==> src/rtl/uart_pkg.sv <==
// Shared UART definitions: receiver state encoding, frame geometry and the
// baud divider helper used by both the receive and transmit halves.
package uart_pkg;

  localparam int UART_DATA_BITS  = 8;
  localparam int UART_OVERSAMPLE = 16;

  typedef enum logic [2:0] {
    RX_IDLE  = 3'd0,
    RX_START = 3'd1,
    RX_DATA  = 3'd2,
    RX_STOP  = 3'd3,
    RX_BREAK = 3'd4
  } uart_rx_state_t;

  // Clocks per oversample tick; truncating division, caller keeps it >= 1.
  function automatic int uart_div(input int clk, input int baud);
    return clk / (baud * UART_OVERSAMPLE);
  endfunction

endpackage

==> src/rtl/uart_baud_tick.sv <==
// Oversample tick generator: one Tick every DIV clocks. Restart realigns the
// tick phase so the first Tick comes DIV clocks after the restart cycle.
module uart_baud_tick #(
  parameter int DIV = 1
) (
  input  logic Clk,
  input  logic nReset,
  input  logic Restart,
  output logic Tick
);

  localparam int            CW   = (DIV > 1) ? $clog2(DIV) : 1;
  localparam logic [CW-1:0] LAST = CW'(DIV - 1);

  logic [CW-1:0] cnt_q, cnt_d;

  // Free-running modulo-DIV count, forced back to zero on Restart.
  always_comb begin
    cnt_d = cnt_q;
    if (Restart) begin
      cnt_d = '0;
    end else if (cnt_q == LAST) begin
      cnt_d = '0;
    end else begin
      cnt_d = cnt_q + 1'b1;
    end
  end

  // Counter register.
  always_ff @(posedge Clk or negedge nReset) begin
    if (!nReset) begin
      cnt_q <= '0;
    end else begin
      cnt_q <= cnt_d;
    end
  end

  assign Tick = (cnt_q == LAST);

endmodule

==> src/rtl/uart_rx.sv <==
// 8N1 UART receiver with 16x oversampling, mid-bit sampling, framing-error
// and overrun flags, and a four-phase Rx_Ready/Rx_Ack delivery handshake.
module uart_rx
  import uart_pkg::*;
#(
  parameter int CLK_FREQ = 50_000_000,
  parameter int BAUD     = 115_200
) (
  input  logic                      Clk,
  input  logic                      nReset,
  input  logic                      Rx,
  output logic [UART_DATA_BITS-1:0] Rx_Data,
  output logic                      Rx_Ready,
  input  logic                      Rx_Ack,
  output logic                      Rx_Overrun,
  output logic                      Rx_Frame_Error
);

  localparam int DIV = uart_div(CLK_FREQ, BAUD);
  localparam int TW  = $clog2(UART_OVERSAMPLE);
  localparam int BW  = $clog2(UART_DATA_BITS);

  localparam logic [TW-1:0] HALF_LAST = TW'(UART_OVERSAMPLE / 2 - 1);
  localparam logic [TW-1:0] FULL_LAST = TW'(UART_OVERSAMPLE - 1);
  localparam logic [BW-1:0] BIT_LAST  = BW'(UART_DATA_BITS - 1);

  logic                      sync1_q, sync2_q, prev_q;
  logic [2:0]                primed_q;
  uart_rx_state_t            state_q, state_d;
  logic [TW-1:0]             tickCnt_q, tickCnt_d;
  logic [BW-1:0]             bitCnt_q, bitCnt_d;
  logic [UART_DATA_BITS-1:0] shift_q, shift_d;
  logic [UART_DATA_BITS-1:0] data_q, data_d;
  logic                      ready_q, ready_d;
  logic                      overrun_q, overrun_d;
  logic                      frameErr_q, frameErr_d;
  logic                      restart, tick, deliver, fallEdge;

  uart_baud_tick #(.DIV(DIV)) uBaudTick (
    .Clk     (Clk),
    .nReset  (nReset),
    .Restart (restart),
    .Tick    (tick)
  );

  // Two-flop synchronizer plus edge-detect history; primed_q keeps reset
  // values of the flops from masquerading as a real high-to-low transition.
  always_ff @(posedge Clk or negedge nReset) begin
    if (!nReset) begin
      sync1_q  <= 1'b1;
      sync2_q  <= 1'b1;
      prev_q   <= 1'b1;
      primed_q <= '0;
    end else begin
      sync1_q  <= Rx;
      sync2_q  <= sync1_q;
      prev_q   <= sync2_q;
      primed_q <= {primed_q[1:0], 1'b1};
    end
  end

  assign fallEdge = primed_q[2] && prev_q && !sync2_q;

  // Frame FSM, shift register and delivery handshake next-state logic.
  always_comb begin
    state_d    = state_q;
    tickCnt_d  = tickCnt_q;
    bitCnt_d   = bitCnt_q;
    shift_d    = shift_q;
    data_d     = data_q;
    ready_d    = ready_q;
    overrun_d  = overrun_q;
    frameErr_d = 1'b0;
    restart    = 1'b0;
    deliver    = 1'b0;

    if (ready_q && Rx_Ack) begin
      ready_d   = 1'b0;
      overrun_d = 1'b0;
    end

    case (state_q)
      RX_IDLE: begin
        if (fallEdge) begin
          state_d   = RX_START;
          tickCnt_d = '0;
          restart   = 1'b1;
        end
      end
      RX_START: begin
        if (tick) begin
          if (tickCnt_q == HALF_LAST) begin
            tickCnt_d = '0;
            bitCnt_d  = '0;
            state_d   = sync2_q ? RX_IDLE : RX_DATA;
          end else begin
            tickCnt_d = tickCnt_q + 1'b1;
          end
        end
      end
      RX_DATA: begin
        if (tick) begin
          if (tickCnt_q == FULL_LAST) begin
            tickCnt_d = '0;
            shift_d   = {sync2_q, shift_q[UART_DATA_BITS-1:1]};
            bitCnt_d  = bitCnt_q + 1'b1;
            if (bitCnt_q == BIT_LAST) begin
              state_d = RX_STOP;
            end
          end else begin
            tickCnt_d = tickCnt_q + 1'b1;
          end
        end
      end
      RX_STOP: begin
        if (tick) begin
          if (tickCnt_q == FULL_LAST) begin
            tickCnt_d = '0;
            if (sync2_q) begin
              deliver = 1'b1;
              state_d = RX_IDLE;
            end else begin
              frameErr_d = 1'b1;
              state_d    = RX_BREAK;
            end
          end else begin
            tickCnt_d = tickCnt_q + 1'b1;
          end
        end
      end
      RX_BREAK: begin
        if (sync2_q) begin
          state_d = RX_IDLE;
        end
      end
      default: state_d = RX_IDLE;
    endcase

    // Judged against pre-edge handshake state, so a byte landing while the
    // consumer is still acknowledging is dropped and flagged as an overrun.
    if (deliver) begin
      if (!ready_q && !Rx_Ack) begin
        data_d  = shift_q;
        ready_d = 1'b1;
      end else begin
        overrun_d = 1'b1;
      end
    end
  end

  // State and output registers.
  always_ff @(posedge Clk or negedge nReset) begin
    if (!nReset) begin
      state_q    <= RX_IDLE;
      tickCnt_q  <= '0;
      bitCnt_q   <= '0;
      shift_q    <= '0;
      data_q     <= '0;
      ready_q    <= 1'b0;
      overrun_q  <= 1'b0;
      frameErr_q <= 1'b0;
    end else begin
      state_q    <= state_d;
      tickCnt_q  <= tickCnt_d;
      bitCnt_q   <= bitCnt_d;
      shift_q    <= shift_d;
      data_q     <= data_d;
      ready_q    <= ready_d;
      overrun_q  <= overrun_d;
      frameErr_q <= frameErr_d;
    end
  end

  assign Rx_Data        = data_q;
  assign Rx_Ready       = ready_q;
  assign Rx_Overrun     = overrun_q;
  assign Rx_Frame_Error = frameErr_q;

endmodule

==> config.mk <==
export PLATFORM = sky130hd
export DESIGN_NAME = uart_rx
export DESIGN_NICKNAME = d
export VERILOG_FILES = /design/src/rtl/uart_pkg.sv /design/src/rtl/uart_baud_tick.sv /design/src/rtl/uart_rx.sv
export SDC_FILE = /design/constraint.sdc
export NUM_CORES = 1
export LEC_CHECK = 0
export CAP_MARGIN = 15
export CORE_MARGIN = 1
export CORE_UTILIZATION = 40
export DETAILED_ROUTE_END_ITERATION = 7
export REMOVE_ABC_BUFFERS = 1
export SLEW_MARGIN = 20
export SYNTH_ARGS = -nofsm -noshare
export SYNTH_HDL_FRONTEND = slang
export SYNTH_SLANG_ARGS = --single-unit
==> constraint.sdc <==
create_clock -name Clk -period 2.1 [get_ports Clk]
set_clock_uncertainty 0.1 [all_clocks]
set_input_delay 0.63 -clock Clk [delete_from_list [all_inputs] [get_ports Clk]]
set_output_delay 0.63 -clock Clk [all_outputs]
set_load 0.005 [all_outputs]
==> Word level (Yosys, flattened, before mapping) <==
Index checks and enable logic that the tools add are counted.
{ "totals": {"out_inout_bits": 11, "register_bits": 40} }
{ "op_classes": {"n_reduce_logical": 16, "mux": 41, "addsub": 3, "n_eq_ne": 18} }
{ "op_table": {"columns": ["operator", "count"], "rows": [
  ["$mux 3", 14],
  ["$mux 4", 5],
  ["$ne 2x2->1 const B", 9],
  ["$mux 1", 16],
  ["$pmux 3 s5", 1],
  ["$pmux 4 s3", 1],
  ["$mux 5", 2],
  ["$reduce_and 9->1", 1],
  ["$eq 3x2->1 const B", 2],
  ["$eq 3x3->1 const B", 2],
  ["$pmux 3 s2", 1],
  ["$add 5x1->5 const B", 1],
  ["$eq 5x5->1 const B", 1],
  ["$reduce_and 5->1", 1],
  ["$add 4x1->4 const B", 1],
  ["$eq 4x3->1 const B", 1],
  ["$eq 4x4->1 const B", 1],
  ["$logic_and 1x1->1", 4],
  ["$reduce_and 4->1", 1],
  ["$add 3x1->3 const B", 1],
  ["$eq 3x1->1 const B", 1],
  ["$logic_not 1->1", 3],
  ["$logic_not 3->1", 1],
  ["$reduce_and 3->1", 1],
  ["6 further kinds", 6]
]} }

==> Longest topological paths before layout <==
{ "logic_depth": {"depth_word": 5, "mapped_depth": 6, "mapped_depth_nobuf": 6} }

==> Hierarchy <==
A second synthesis with hierarchy kept.
{ "unflattened": {"cells_unflattened": 156, "hier_area_um2": 1821.7} }
{ "modules_own_cells": {"columns": ["module", "cells_per_inst", "n_inst", "area_per_inst_um2", "seq_area_each_um2"], "rows": [
  ["uart_rx", 134, 1, 1537.7, 879.6],
  ["uart_baud_tick", 22, 1, 284.0, 125.1]
]} }

==> Worst setup path before layout <==
Ideal clock, no wire load.
{ "synth_timing": {"kind": "register -> register", "startpoint": "register uBaudTick.cnt_q[0]", "endpoint": "register data_q[0], in the netlist Rx_Data[0]", "required_ns": 1.875, "n_path_buf": 0, "stages_incl_launch_ff": 7, "setup_ns": 0.125, "path_slack_ns": 0.260, "t_arrival_ns": 1.615, "path_cell_list": "dfrtp_1 > inv_1 > ha_1 > nand4b_2 > nor3_4 > nand4_2 > mux2_2"} }
{ "synth_between": {"elab_chain_cells": 4} }
{ "synth_rtl": {"columns": ["element", "line", "source"], "rows": [
  ["start, declared", "uart_baud_tick.sv:15", "logic [CW-1:0] cnt_q, cnt_d;"],
  ["start signal, assigned", "uart_baud_tick.sv:34", "cnt_q <= cnt_d;"],
  ["$eq 5x5->1", "uart_baud_tick.sv:38", "assign Tick = (cnt_q == LAST);"],
  ["$mux 1", "uart_rx.sv:116", "if (tick) begin"],
  ["$mux 1", "uart_rx.sv:82", "case (state_q)"],
  ["$reduce_and 2->1 (no source line)", null, null],
  ["end signal, assigned", "uart_rx.sv:167", "data_q <= data_d;"],
  ["end, declared", "uart_rx.sv:33", "logic [UART_DATA_BITS-1:0] data_q, data_d;"]
]} }
No other way between the ends.
A chain may end at the register's enable or synchronous reset.

==> Final worst setup path <==
{ "layout_timing": {"startpoint": "register ready_q, in the netlist Rx_Ready", "endpoint": "output Rx_Ready"} }
{ "layout_lines": {"columns": ["element", "line", "source"], "rows": [
  ["start, declared", "uart_rx.sv:34", "logic ready_q, ready_d;"],
  ["start signal, assigned", "uart_rx.sv:168", "ready_q <= ready_d;"],
  ["end, declared", "uart_rx.sv:13", "output logic Rx_Ready,"]
]} }
No word-level cell between the ends.

==> impl_metrics.env <==
export IMPL_core_sq_mm=0.00409
export IMPL_first_pass_iters=4
export IMPL_critPathRequiredTime_ps=1370
export IMPL_critPathTopFamily="buffers and inverters"
export IMPL_syn_cell_area_sq_mm=0.00175
export IMPL_maxCapViolCount=0
export IMPL_rows=23
export IMPL_setup_violations=0
export IMPL_area_growth_pct=19.1
export IMPL_timing_critical_path_buf_inv=1
export IMPL_critical_path_cell_chain="clkdlybuf4s50_1"
export IMPL_grt_max_degree=27
export IMPL_dieHeight_um=68.1
export IMPL_slew_violations=0
export IMPL_hold_viol_final=0
export IMPL_dp_hpwl_um=2160
export IMPL_netlist_instances=138
export IMPL_synthDistinctLibCells=40
export IMPL_cp_max_fo=4
export IMPL_synth_async_reset_ratio_pct=100
export IMPL_drive_gt1_share_pct=23.9
export IMPL_grt_overflow=0
export IMPL_yosys_area_top_type="dfrtp_1"
export IMPL_synth_top_family_by_area="simple AND/OR/NAND/NOR gates"
export IMPL_cp_start_kind="flop"
export IMPL_max_stage_delay_ps=530
export IMPL_maxSlewHeadroom_pct=61.9
export IMPL_rsz0062_at_grt="no"
export IMPL_synth_xor_area_share_pct=2.51
export IMPL_placed_area_sq_mm=0.00197
export IMPL_synthTopCellsByArea="dfrtp_1 (53%), mux2_2 (11%), dfstp_2 (4.5%), ha_1 (3.6%), nor2_1 (2.2%)"
export IMPL_fin_tns_setup_ps=0
export IMPL_synth_edf_count=0
export IMPL_antenna_cells=0
export IMPL_cts_sinks=40
export IMPL_drt_iter0_markers=91
export IMPL_place_gp_congestion=0.715
export IMPL_postLayoutSetupSlackWorst_ps=159
export IMPL_synth_yosys_seq_area_share_pct=57.6
export IMPL_cts_htree_levels=2
export IMPL_internal_power_mw=1.25
export IMPL_seq_power_share_pct=54.6
export IMPL_period_minus_slack_ps=1940
export IMPL_fp_dieW_um=68.1
export IMPL_via_per_inst=5.30
export IMPL_drcViolationCount=0
export IMPL_portBuffers=14
export IMPL_swShare_pct=27.2
export IMPL_clk_latency_ps=290
export IMPL_synth_warnings=0
export IMPL_p_per_area_mw_per_mm2=824
export IMPL_fin_crit_sh_pct=92.4
export IMPL_max_clock_path_buffers=2
export IMPL_ant_nets=0
export IMPL_die_area_sq_mm=0.00463
export IMPL_antenna_found_initial=0
export IMPL_synth_adder_area_share_pct=3.58
export IMPL_muxShareOfSynthArea_pct=11.5
export IMPL_ioPinCount=15
export IMPL_cts_tree="yes"
export IMPL_clk_pin_slew_ps=80
export IMPL_clkPwrFrac_pct=30.1
export IMPL_p_leak_nw=0.972
export IMPL_wl_per_cell_um=14.7
export IMPL_fmax_ghz=0.515
export IMPL_clockRootBuffer="clkbuf_8"
export IMPL_power_switching_mw=0.467
export IMPL_routed_via_count=1129
export IMPL_ys_ff_latch=40
export IMPL_worst_setup_path_end_kind="primary output"
export IMPL_synth_ff_type="dfrtp_1"
export IMPL_comb_power_share_pct=15.3
export IMPL_fin_nets=171
export IMPL_routed_wl_um=3120
export IMPL_ff2ff_setup_slack_ps=200
export IMPL_synth_compound_area_share_pct=8.82
export IMPL_numCtsBuffers=5
export IMPL_design_area_sq_mm=0.00208
export IMPL_worstHoldPathType="input port to async pin"
export IMPL_fin_total_pwr_mw=1.71
export IMPL_worstPathArrival_ps=1210
export IMPL_grt_pass1_vias=1166
export IMPL_pre_cts_slack_ps=-15.7
export IMPL_worst_slew_pin_slew_ps=571
export IMPL_grt_pass1_wl_um=5390
export IMPL_critPathKind="flop to primary output"
export IMPL_holdBufCountCts=0
export IMPL_grt_use_total_pct=16.2
export IMPL_syn_area_per_cell_sq_um=12.6
export IMPL_initial_core_util_pct=42.7
export IMPL_vdd_drop_max_mv=0.380
export IMPL_yosys_area_share_simple_pct=13.1
export IMPL_outcome="finished, final reports clean"
export IMPL_fillers=364
export IMPL_synth_top_area_share_pct=53.0
export IMPL_crit_slowest_cell="clkdlybuf4s50_1"
==> Yosys cell counts, types with 2 or more instances <==
master     n
dfrtp_1   37
mux2_2    17
nor2_1    10
nand2_1    8
ha_1       5
nand3_1    5
inv_1      4
o21ai_0    4
a21oi_1    3
dfstp_2    3
nor2b_1    3
xor2_1     3
a211o_1    2
a31oi_1    2
nand4_1    2
nor3b_1    2
o211ai_1   2
o22ai_1    2
o31ai_1    2
xnor2_1    2
==> flip-flops by register name, indices dropped and copies added (netlist names) <==
register         count
Rx_Data              8
shift_q              8
uBaudTick.cnt_q      5
tickCnt_q            4
bitCnt_q             3
primed_q             3
state_q              3
Rx_Frame_Error       1
Rx_Overrun           1
Rx_Ready             1
prev_q               1
sync1_q              1
sync2_q              1
==> power groups by stage <==
stage / Sequential [mW] / Clock [mW] / Combinational, mW
final: 0.936 / 0.516 / 0.262
after floorplan: 0.923 / 0 / 0.187
after global placement: 0.936 / 0 / 0.235
after global routing: 0.949 / 0.556 / 0.304
after detailed placement: 0.943 / 0 / 0.255
after CTS: 0.928 / 0.535 / 0.256
==> cell usage in the layout, fill, tap and decap left out, types with 2 or more instances in the layout <==
| cell | netlist | routed |
|---|---|---|
| dfrtp_1 | 37 | 37 |
| mux2_2 | 17 | 17 |
| clkdlybuf4s50_1 | 0 | 13 |
| nor2_1 | 10 | 10 |
| nand2_1 | 8 | 8 |
| buf_4 | 1 | 8 |
| clkbuf_8 | 0 | 6 |
| nand3_1 | 5 | 5 |
| ha_1 | 5 | 5 |
| inv_1 | 4 | 4 |
| o21ai_0 | 4 | 4 |
| xor2_1 | 3 | 3 |
| nor2b_1 | 3 | 3 |
| a21oi_1 | 3 | 3 |
| dfstp_2 | 3 | 3 |
| o31ai_1 | 2 | 2 |
| xnor2_1 | 2 | 2 |
| nand4_1 | 2 | 2 |
| a31oi_1 | 2 | 2 |
| nor3b_1 | 2 | 2 |
| o211ai_1 | 2 | 2 |
| a211o_1 | 2 | 2 |
| o22ai_1 | 2 | 2 |
| clkbuf_1 | 1 | 2 |
==> final timing paths <==
| path | startpoint | to | depth (start not counted) |
|---|---|---|---|
| worst max-delay path | Rx_Ready | Rx_Ready | 1 |
| worst min-delay path | nReset | uBaudTick.cnt_q[4] | 1 |
| worst max register to register | uBaudTick.cnt_q[0] | tickCnt_q[1] | 6 |
| worst min register to register | primed_q[1] | primed_q[2] | 0 |
| max in group asynchronous | nReset | shift_q[0] | 2 |
| min in group Clk | primed_q[1] | primed_q[2] | 0 |
==> area by class of cell <==
| class | instances | area [sq um] | area share [%] |
|---|---|---|---|
| clock buffer | 8 | 90.1 | 4.33 |
| inverter | 4 | 15.0 | 0.722 |
| multi-input combinational | 89 | 712 | 34.2 |
| sequential | 40 | 1000 | 48.3 |
| tap | 50 | 62.6 | 3.01 |
| timing repair buffer | 22 | 195 | 9.39 |
==> per-layer routing <==
layer / share of wire, % / track usage [%]
met1: 45 / 19.9
met2: 50 / 26.1
met3: 3.2 / 5.00
met4: 1.6 / 7.03
met5: 0 / 0
==> timing repair <==
item	CTS	global route
resized for setup	0	2
buffers inserted	0	0
endpoints found under the setup margin	0	9
==> stage by stage <==
stage	hold slack [ps]	cells	utilization, %
detailed placement	240	205	48.3
floorplan	231	133	-
CTS	246	213	50.5
global placement	236	205	48.3
global route	266	213	50.9
finish	226	213	50.9
==> logic make-up (layout without fill, tap and decap cells) <==
| logic type | count (synthesis) | after routing |
|---|---|---|
| flip-flops | 40 | 40 |
| AO/OA/AOI/OAI | 22 | 22 |
| XOR/XNOR | 5 | 5 |
| buffers and inverters | 9 | 34 |
| other | 1 | 1 |
| multiplexers | 18 | 18 |
| AND/OR/NAND/NOR | 38 | 38 |
| adder cells (fa/ha/maj) | 5 | 5 |
Note: power is estimated with default switching activity, not from simulation.
